**src/rtl/imm_enc_pkg.sv**
```systemverilog
// imm_enc_pkg: shared definitions for the immediate encoder and any
// decoder-side checker that wants the same RV32I field layouts.
//   - op_e    : symbolic request operation (LI, LW, SW, LA)
//   - state_e : encoder sequencing states
//   - fmt_e   : instruction format selector for imm_enc_fmt
//   - opcode / funct3 constants and packed R/I/S/U field structs
//   - split_hi: upper 20 bits of a constant, compensated for the sign of lo
package imm_enc_pkg;

  typedef enum logic [1:0] {
    OP_LI = 2'b00,
    OP_LW = 2'b01,
    OP_SW = 2'b10,
    OP_LA = 2'b11
  } op_e;

  typedef enum logic [1:0] {
    ST_IDLE  = 2'd0,
    ST_EMIT1 = 2'd1,
    ST_EMIT2 = 2'd2
  } state_e;

  typedef enum logic [1:0] {
    FMT_R = 2'd0,
    FMT_I = 2'd1,
    FMT_S = 2'd2,
    FMT_U = 2'd3
  } fmt_e;

  localparam logic [6:0] OPC_LUI   = 7'b0110111;
  localparam logic [6:0] OPC_AUIPC = 7'b0010111;
  localparam logic [6:0] OPC_OPIMM = 7'b0010011;
  localparam logic [6:0] OPC_LOAD  = 7'b0000011;
  localparam logic [6:0] OPC_STORE = 7'b0100011;

  localparam logic [2:0] F3_ADDI = 3'b000;
  localparam logic [2:0] F3_W    = 3'b010;

  typedef struct packed {
    logic [6:0] funct7;
    logic [4:0] rs2;
    logic [4:0] rs1;
    logic [2:0] funct3;
    logic [4:0] rd;
    logic [6:0] opcode;
  } r_type_t;

  typedef struct packed {
    logic [11:0] imm;
    logic [4:0]  rs1;
    logic [2:0]  funct3;
    logic [4:0]  rd;
    logic [6:0]  opcode;
  } i_type_t;

  typedef struct packed {
    logic [6:0] imm_hi;
    logic [4:0] rs2;
    logic [4:0] rs1;
    logic [2:0] funct3;
    logic [4:0] imm_lo;
    logic [6:0] opcode;
  } s_type_t;

  typedef struct packed {
    logic [19:0] imm;
    logic [4:0]  rd;
    logic [6:0]  opcode;
  } u_type_t;

  // ADDI sign-extends lo, so hi absorbs one extra unit when lo is negative.
  // The sum wraps mod 2^20 on purpose (e.g. 0xFFFFF800 -> hi 0).
  function automatic logic [19:0] split_hi(input logic [31:0] value);
    return value[31:12] + {19'd0, value[11]};
  endfunction

  // True when value is representable as a signed 12-bit offset.
  function automatic logic fits_simm12(input logic [31:0] value);
    return (&value[31:11]) | ~(|value[31:11]);
  endfunction

endpackage

```
**src/rtl/imm_encoder_if.sv**
```systemverilog
// imm_encoder_if: request and instruction-output streams of imm_encoder.
//   request : req_valid/req_ready, req_op, req_rd, req_rs1, req_rs2, req_value
//   output  : out_valid/out_ready, out_ins, out_last
//   status  : err (one-cycle rejection pulse)
// master = request producer / word consumer, slave = the encoder.
interface imm_encoder_if;
  logic        req_valid;
  logic        req_ready;
  logic [1:0]  req_op;
  logic [4:0]  req_rd;
  logic [4:0]  req_rs1;
  logic [4:0]  req_rs2;
  logic [31:0] req_value;
  logic        out_valid;
  logic        out_ready;
  logic [31:0] out_ins;
  logic        out_last;
  logic        err;

  modport master (
    output req_valid, req_op, req_rd, req_rs1, req_rs2, req_value, out_ready,
    input  req_ready, out_valid, out_ins, out_last, err
  );

  modport slave (
    input  req_valid, req_op, req_rd, req_rs1, req_rs2, req_value, out_ready,
    output req_ready, out_valid, out_ins, out_last, err
  );
endinterface

```
**src/rtl/imm_enc_fmt.sv**
```systemverilog
// imm_enc_fmt: combinational RV32I word packer.
//   fmt_i    : R/I/S/U layout select
//   opcode_i : 7-bit major opcode
//   funct3_i : funct3 field (ignored for U)
//   rd_i, rs1_i, rs2_i : register fields
//   imm_i    : immediate; I/S use [11:0], U uses [31:12], R takes funct7 from [31:25]
//   ins_o    : assembled 32-bit instruction
module imm_enc_fmt
  import imm_enc_pkg::*;
(
  input  fmt_e        fmt_i,
  input  logic [6:0]  opcode_i,
  input  logic [2:0]  funct3_i,
  input  logic [4:0]  rd_i,
  input  logic [4:0]  rs1_i,
  input  logic [4:0]  rs2_i,
  input  logic [31:0] imm_i,
  output logic [31:0] ins_o
);

  r_type_t r_word;
  i_type_t i_word;
  s_type_t s_word;
  u_type_t u_word;

  always_comb begin
    r_word = '{funct7: imm_i[31:25], rs2: rs2_i, rs1: rs1_i, funct3: funct3_i,
               rd: rd_i, opcode: opcode_i};
    i_word = '{imm: imm_i[11:0], rs1: rs1_i, funct3: funct3_i, rd: rd_i,
               opcode: opcode_i};
    s_word = '{imm_hi: imm_i[11:5], rs2: rs2_i, rs1: rs1_i, funct3: funct3_i,
               imm_lo: imm_i[4:0], opcode: opcode_i};
    u_word = '{imm: imm_i[31:12], rd: rd_i, opcode: opcode_i};

    ins_o = '0;
    case (fmt_i)
      FMT_R:   ins_o = r_word;
      FMT_I:   ins_o = i_word;
      FMT_S:   ins_o = s_word;
      FMT_U:   ins_o = u_word;
      default: ins_o = '0;
    endcase
  end

endmodule

```
**src/rtl/imm_encoder.sv**
```systemverilog
// imm_encoder: turns a symbolic request (LI/LW/SW/LA + registers + 32-bit
// value) into one or two RV32I words on a valid/ready stream.
//   clk   : system clock
//   rst_n : synchronous active-low reset
//   bus   : imm_encoder_if.slave (request stream in, instruction stream out,
//           err pulse)
// Build option IMMENC_RANGE_CHK_EN: LW/SW offsets outside [-2048, 2047] are
// rejected with a one-cycle err pulse instead of being truncated.
module imm_encoder
  import imm_enc_pkg::*;
(
  input  logic         clk,
  input  logic         rst_n,
  imm_encoder_if.slave bus
);

  state_e      state_q, state_d;
  logic        out_valid_q, out_valid_d;
  logic [31:0] out_ins_q, out_ins_d;
  logic        out_last_q, out_last_d;
  // The first word is fully captured into out_ins_q at accept; only what the
  // trailing ADDI needs is kept from the request.
  logic [4:0]  rd_q, rd_d;
  logic [11:0] lo_q, lo_d;
  logic        two_q, two_d;

  op_e         req_op;
  logic [19:0] req_hi;
  logic [11:0] req_lo;
  logic        req_two;
  logic        accept;
  logic        xfer;
  logic        reject;

  fmt_e        fmt_sel;
  logic [6:0]  fmt_opc;
  logic [2:0]  fmt_f3;
  logic [4:0]  fmt_rd;
  logic [4:0]  fmt_rs1;
  logic [31:0] fmt_imm;
  logic [31:0] fmt_word;

  assign req_op  = op_e'(bus.req_op);
  assign req_lo  = bus.req_value[11:0];
  assign req_hi  = split_hi(bus.req_value);
  assign req_two = (req_op == OP_LA) ||
                   ((req_op == OP_LI) && (req_hi != 20'd0) && (req_lo != 12'd0));
  assign accept  = bus.req_valid && (state_q == ST_IDLE);
  assign xfer    = out_valid_q && bus.out_ready;

  assign bus.req_ready = (state_q == ST_IDLE);
  assign bus.out_valid = out_valid_q;
  assign bus.out_ins   = out_ins_q;
  assign bus.out_last  = out_last_q;

`ifdef IMMENC_RANGE_CHK_EN
  logic err_q;

  assign reject  = ((req_op == OP_LW) || (req_op == OP_SW)) &&
                   !fits_simm12(bus.req_value);
  assign bus.err = err_q;

  always_ff @(posedge clk) begin
    if (!rst_n) err_q <= 1'b0;
    else        err_q <= accept && reject;
  end
`else
  assign reject  = 1'b0;
  assign bus.err = 1'b0;
`endif

  // Formatter operands: in IDLE they describe the first word of the incoming
  // request; afterwards they describe the trailing ADDI rd,rd,lo.
  always_comb begin
    fmt_sel = FMT_I;
    fmt_opc = OPC_OPIMM;
    fmt_f3  = F3_ADDI;
    fmt_rd  = bus.req_rd;
    fmt_rs1 = 5'd0;
    fmt_imm = {{20{req_lo[11]}}, req_lo};
    if (state_q != ST_IDLE) begin
      fmt_rd  = rd_q;
      fmt_rs1 = rd_q;
      fmt_imm = {{20{lo_q[11]}}, lo_q};
    end else begin
      case (req_op)
        OP_LI: begin
          // hi == 0 keeps the ADDI rd,x0,lo default
          if (req_hi != 20'd0) begin
            fmt_sel = FMT_U;
            fmt_opc = OPC_LUI;
            fmt_imm = {req_hi, 12'h000};
          end
        end
        OP_LA: begin
          fmt_sel = FMT_U;
          fmt_opc = OPC_AUIPC;
          fmt_imm = {req_hi, 12'h000};
        end
        OP_LW: begin
          fmt_opc = OPC_LOAD;
          fmt_f3  = F3_W;
          fmt_rs1 = bus.req_rs1;
        end
        OP_SW: begin
          fmt_sel = FMT_S;
          fmt_opc = OPC_STORE;
          fmt_f3  = F3_W;
          fmt_rs1 = bus.req_rs1;
        end
        default: ;
      endcase
    end
  end

  imm_enc_fmt u_fmt (
    .fmt_i    (fmt_sel),
    .opcode_i (fmt_opc),
    .funct3_i (fmt_f3),
    .rd_i     (fmt_rd),
    .rs1_i    (fmt_rs1),
    .rs2_i    (bus.req_rs2),
    .imm_i    (fmt_imm),
    .ins_o    (fmt_word)
  );

  always_comb begin
    state_d     = state_q;
    out_valid_d = out_valid_q;
    out_ins_d   = out_ins_q;
    out_last_d  = out_last_q;
    rd_d        = rd_q;
    lo_d        = lo_q;
    two_d       = two_q;
    case (state_q)
      ST_IDLE: begin
        if (accept && !reject) begin
          rd_d        = bus.req_rd;
          lo_d        = req_lo;
          two_d       = req_two;
          state_d     = ST_EMIT1;
          out_valid_d = 1'b1;
          out_ins_d   = fmt_word;
          out_last_d  = !req_two;
        end
      end
      ST_EMIT1: begin
        if (xfer) begin
          if (two_q) begin
            state_d    = ST_EMIT2;
            out_ins_d  = fmt_word;
            out_last_d = 1'b1;
          end else begin
            state_d     = ST_IDLE;
            out_valid_d = 1'b0;
            out_last_d  = 1'b0;
          end
        end
      end
      ST_EMIT2: begin
        if (xfer) begin
          state_d     = ST_IDLE;
          out_valid_d = 1'b0;
          out_last_d  = 1'b0;
        end
      end
      default: begin
        state_d     = ST_IDLE;
        out_valid_d = 1'b0;
        out_last_d  = 1'b0;
      end
    endcase
  end

  always_ff @(posedge clk) begin
    if (!rst_n) begin
      state_q     <= ST_IDLE;
      out_valid_q <= 1'b0;
      out_ins_q   <= '0;
      out_last_q  <= 1'b0;
      rd_q        <= '0;
      lo_q        <= '0;
      two_q       <= 1'b0;
    end else begin
      state_q     <= state_d;
      out_valid_q <= out_valid_d;
      out_ins_q   <= out_ins_d;
      out_last_q  <= out_last_d;
      rd_q        <= rd_d;
      lo_q        <= lo_d;
      two_q       <= two_d;
    end
  end

endmodule

```
**src/flat_wrapper.sv**
```systemverilog
// flat-port wrapper written by rule: the top's interface ports become plain ports
module imm_encoder_flat import imm_enc_pkg::*;
  (clk, rst_n, bus_req_valid, bus_req_op, bus_req_rd, bus_req_rs1, bus_req_rs2, bus_req_value, bus_out_ready, bus_req_ready, bus_out_valid, bus_out_ins, bus_out_last, bus_err);
  imm_encoder_if bus_i ();
  input  logic clk;
  input  logic rst_n;
  input wire logic [$bits(bus_i.req_valid)-1:0] bus_req_valid;
  input wire logic [$bits(bus_i.req_op)-1:0] bus_req_op;
  input wire logic [$bits(bus_i.req_rd)-1:0] bus_req_rd;
  input wire logic [$bits(bus_i.req_rs1)-1:0] bus_req_rs1;
  input wire logic [$bits(bus_i.req_rs2)-1:0] bus_req_rs2;
  input wire logic [$bits(bus_i.req_value)-1:0] bus_req_value;
  input wire logic [$bits(bus_i.out_ready)-1:0] bus_out_ready;
  output wire logic [$bits(bus_i.req_ready)-1:0] bus_req_ready;
  output wire logic [$bits(bus_i.out_valid)-1:0] bus_out_valid;
  output wire logic [$bits(bus_i.out_ins)-1:0] bus_out_ins;
  output wire logic [$bits(bus_i.out_last)-1:0] bus_out_last;
  output wire logic [$bits(bus_i.err)-1:0] bus_err;
  assign bus_i.req_valid = bus_req_valid;
  assign bus_i.req_op = bus_req_op;
  assign bus_i.req_rd = bus_req_rd;
  assign bus_i.req_rs1 = bus_req_rs1;
  assign bus_i.req_rs2 = bus_req_rs2;
  assign bus_i.req_value = bus_req_value;
  assign bus_i.out_ready = bus_out_ready;
  assign bus_req_ready = bus_i.req_ready;
  assign bus_out_valid = bus_i.out_valid;
  assign bus_out_ins = bus_i.out_ins;
  assign bus_out_last = bus_i.out_last;
  assign bus_err = bus_i.err;
  imm_encoder u_core (.clk(clk), .rst_n(rst_n), .bus(bus_i));
endmodule
```
**config.mk**
```make
export PLATFORM = sky130hd
export DESIGN_NAME = imm_encoder_flat
export DESIGN_NICKNAME = d
export VERILOG_FILES = /design/src/rtl/imm_enc_pkg.sv /design/src/rtl/imm_encoder_if.sv /design/src/rtl/imm_enc_fmt.sv /design/src/rtl/imm_encoder.sv /design/src/flat_wrapper.sv
export SDC_FILE = /design/constraint.sdc
export NUM_CORES = 1
export LEC_CHECK = 0
export CORE_ASPECT_RATIO = 1.4
export CORE_UTILIZATION = 54
export CTS_CLUSTER_SIZE = 24
export DETAILED_ROUTE_END_ITERATION = 10
export PLACE_DENSITY = 0.87
export SLEW_MARGIN = 30
export SYNTH_ARGS = -nofsm -noshare
export SYNTH_HDL_FRONTEND = slang
export SYNTH_SLANG_ARGS = --single-unit
```
**constraint.sdc**
```tcl
create_clock -name clk -period 6 [get_ports clk]
set_input_delay 1.2 -clock clk [delete_from_list [all_inputs] [get_ports clk]]
set_output_delay 1.2 -clock clk [all_outputs]
set_load 0.01 [all_outputs]
```
==> run_results.csv <==
group,metric,value,unit
drt,route.detailed.vias_per_inst,6.62,
cells_and_area,drive_above_1_share,6.97,%
cts,number_of_buffers_inserted_by_hold_repair_at_cts,0,
placed_design,port_buf_inserts,85,
power_and_ir_drop,pwr-share-clk,27.3,%
synthesis,mean_instance_size_in_the_synthesized_netlist,7.93,um2
power_and_ir_drop,share_comb_of_total_power,29.5,%
floorplanning,placement_rows,34,
placed_design,place.detailed.hpwl,8260,um
cts,clock_insertion_delay_worst_skew,0.31,ns
power_and_ir_drop,power-per-cell-area,201,mW/mm2
power_and_ir_drop,power_frac_seq,43.2,%
cells_and_area,final_common_cell,"clkdlybuf4s50_1",
cts,htreeDepth,2,
synthesis,synth-edff-count,0,
power_and_ir_drop,net-switching-power,0.000277,W
grt,gr-usage-met3,3.65,%
drt,drt_drc_violations_left,0,
grt,grt_use_met1,39.0,%
drt,drt.antenna.violating_nets,0,
cts,cts_resized,0,
cts,cts-buffers-inserted,5,
setup_path,crit_path_start_kind,"input port",
setup_path,critPathMaxFanout,9,
min_path,worst_hold_path_type,"register to register",
cells_and_area,multiInputGateArea,0.00226,mm2
placed_design,globalplace.congestion,0.920,
synthesis,share_of_the_synthesized_area_in_the_top_cell_type,29.4,%
setup_path,worstPathRequired,6.22,ns
timing,finalMaxSlewViolations,0,
grt,grt-ovfl-total,0,
cells_and_area,synthToLayoutAreaGrowth,25.5,%
cells_and_area,regArea,0.00102,mm2
cts,tritoncts_num_sinks,51,
synthesis,syn_inst,438,
synthesis,synth_top_flop_cell,"dfxtp_1",
synthesis,synth_seq_cells,51,
setup_path,critical_path_class,"input port to register",
cells_and_area,most_used_cells_in_the_layout_excluding_fill_and_tap_cells,"clkdlybuf4s50_1 (84), nand2_1 (64), dfxtp_1 (51)",
grt,first_pass_grt_wire_length,18200,um
run,cap_violations,0,
floorplanning,die-height,96.9,um
drt,vias,3799,
timing,final.min_clock_period,4.73,ns
drt,detail_route.wirelength,11000,um
drt,average_detailed_routed_wire_length_per_instance,19.2,um
power_and_ir_drop,vdd_drop_max,0.000129,V
synthesis,seq_area_frac_synth,29.4,%
timing,grt_setup_unrepaired,"no",
grt,met2_routing_resource_usage_after_global_routing,57.2,%
synthesis,number_of_distinct_library_cell_variants_in_the_gate_level_netlist_after_synthesis,74,
setup_path,setup.worst_path.end_class,"register",
floorplanning,die_width,69.8,um
floorplanning,floorplan.io_pins,89,
power_and_ir_drop,cellLeakagePower,1.51,nW
timing,setup_viol,0,
timing,fin_tns_setup,0,ns
timing,max_freq,212,MHz
cts,cts_setup_buffers,0,
synthesis,syn-cell-area,0.00347,mm2
floorplanning,start_util,55.9,%
grt,grt_util_all_layers,32.8,%
drt,drt_pass1_iterations,5,
synthesis,yosysTopAreaCell,"dfxtp_1",
grt,via_count_of_the_first_global_routing_pass,3723,
floorplanning,fp.coreArea,0.00621,mm2
timing,fin_skew,0.00888,ns
power_and_ir_drop,cell_internal_pwr,0.000602,W
cts,root_cell_of_the_clock_tree,"clkbuf_8",
grt,antenna_found_initial,0,
setup_path,worst-endpoint-arrival,4.94,ns
cts,cts_max_path_buffers,2,
cells_and_area,nFillCells,536,
cells_and_area,finish.net_count,562,
cts,tritoncts_clock_tree,"built",
synthesis,post_synth_main_area_contributors,"dfxtp_1 (29%), nand2_1 (6.9%), a21boi_0 (5.0%)",
drt,dr.first_iter.drc_count,468,
cells_and_area,post-route-util,70.2,%
timing,relSlewSlack,40.2,%
cts,clock_pin_slew_of_the_registers_on_the_worst_case_setup_and_hold_paths,0.09,ns
timing,finalHoldViolations,0,
cells_and_area,count_of_inserted_antenna_diode_cells,0,
grt,pin_count_of_the_biggest_net_entering_global_routing,33,
synthesis,yosysWarnings,0,
power_and_ir_drop,swShare,31.5,%
grt,top_usage_layer,"met2",
timing,tightest_slew,0.897,ns
synthesis,synth-async-reset-ratio,0,%
floorplanning,dieArea,0.00676,mm2
timing,finalCritPeriodShare,78.8,%
outcome,run_status,"completed",
[critical path, stage by stage]
cell	delay (ns)
clkdlybuf4s50_1	0.65
ha_1	0.28
nand2_1	0.17
nor3_1	0.52
mux2_2	0.39
o21ai_0	0.26
nor4b_4	0.44
a21oi_2	0.20
o32ai_4	0.42
o22ai_1	0.12
a211oi_1	0.29
[power by group through the flow]
stage          Sequential (W)  Combinational [W]  Clock [W]
2_1_floorplan        0.000391           0.000137          0
3_3_place_gp         0.000386           0.000252          0
3_5_place_dp         0.000387           0.000254          0
4_1_cts              0.000379           0.000255   0.000237
5_1_grt              0.000382           0.000279   0.000250
6_report             0.000380           0.000259   0.000240
[synthesized netlist by cell type, types with 5 or more instances]
cell,count
buf_2,5
o21ai_0,30
clkbuf_1,15
dfxtp_1,51
nand2_1,64
xnor2_1,9
a221oi_1,9
xor2_1,8
ha_1,7
nor3_1,16
nor4_1,7
a211oi_1,8
inv_1,7
o31ai_1,7
a21oi_1,25
nor2_1,18
nand3_1,19
a21boi_0,23
nand4_1,10
[sequential cells by signal (all words and copies together) (netlist names)]
signal,flops
u_core.bus.out_valid,1
u_core.rd_q,5
u_core.bus.out_last,1
u_core.lo_q,12
u_core.bus.out_ins,29
u_core.state_q,2
u_core.two_q,1
[layout make-up]
type                            count  area share, %
Clock buffer                        5           1.58
Tap cell                           72           2.07
Timing Repair Buffer               86           19.6
Clock inverter                      2          0.861
Inverter                            7          0.603
Multi-Input combinational cell    351           51.9
Sequential cell                    51           23.4
[stage by stage]
| step | cells | instance area (um2) | power, W | hold WS, ns | setup slack [ns] |
|---|---|---|---|---|---|
| 2_1_floorplan | 440 | 3480 | 0.000527 | 0.439 | 2.28 |
| 3_3_place_gp | 567 | 4260 | 0.000638 | 0.450 | 1.05 |
| 3_5_place_dp | 567 | 4260 | 0.000641 | 0.462 | 1.02 |
| 4_1_cts | 574 | 4370 | 0.000871 | 0.477 | 1.30 |
| 5_1_grt | 574 | 4360 | 0.000911 | 0.493 | 0.907 |
| 6_report | 574 | 4360 | 0.000879 | 0.480 | 1.27 |
[kinds of logic (layout without fill, tap and decap cells)]
group / after synthesis / after routing / share of synthesized area (%)
XOR/XNOR: 17 / 17 / 4.29
AND/OR/NAND/NOR: 172 / 172 / 26.5
buffers and inverters: 38 / 100 / 5.73
other: 1 / 3 / 0.108
flip-flops: 51 / 51 / 29.4
multiplexers: 3 / 3 / 0.900
adder cells (fa/ha/maj): 7 / 7 / 2.52
AO/OA/AOI/OAI: 149 / 149 / 30.6
[path summary, 6_finish.rpt]
path / cells after the start / end / start / slack [ns]
setup / recovery: 11 / u_core.bus.out_ins[29] / bus_req_value[11] / 1.27
hold / removal: 2 / u_core.lo_q[5] / u_core.lo_q[5] / 0.48
setup reg to reg: 7 / u_core.bus.out_ins[20] / u_core.state_q[1] / 2.19
hold reg to reg: 2 / u_core.lo_q[5] / u_core.lo_q[5] / 0.48
[per-layer routing]
metal | vias up | routed length, um
met4 | 0 | 441
li1 | 1768 | -
met3 | 45 | 698
met1 | 1788 | 4260
met2 | 198 | 5620
met5 | - | 0
Note: power is estimated with default switching activity, not from simulation.
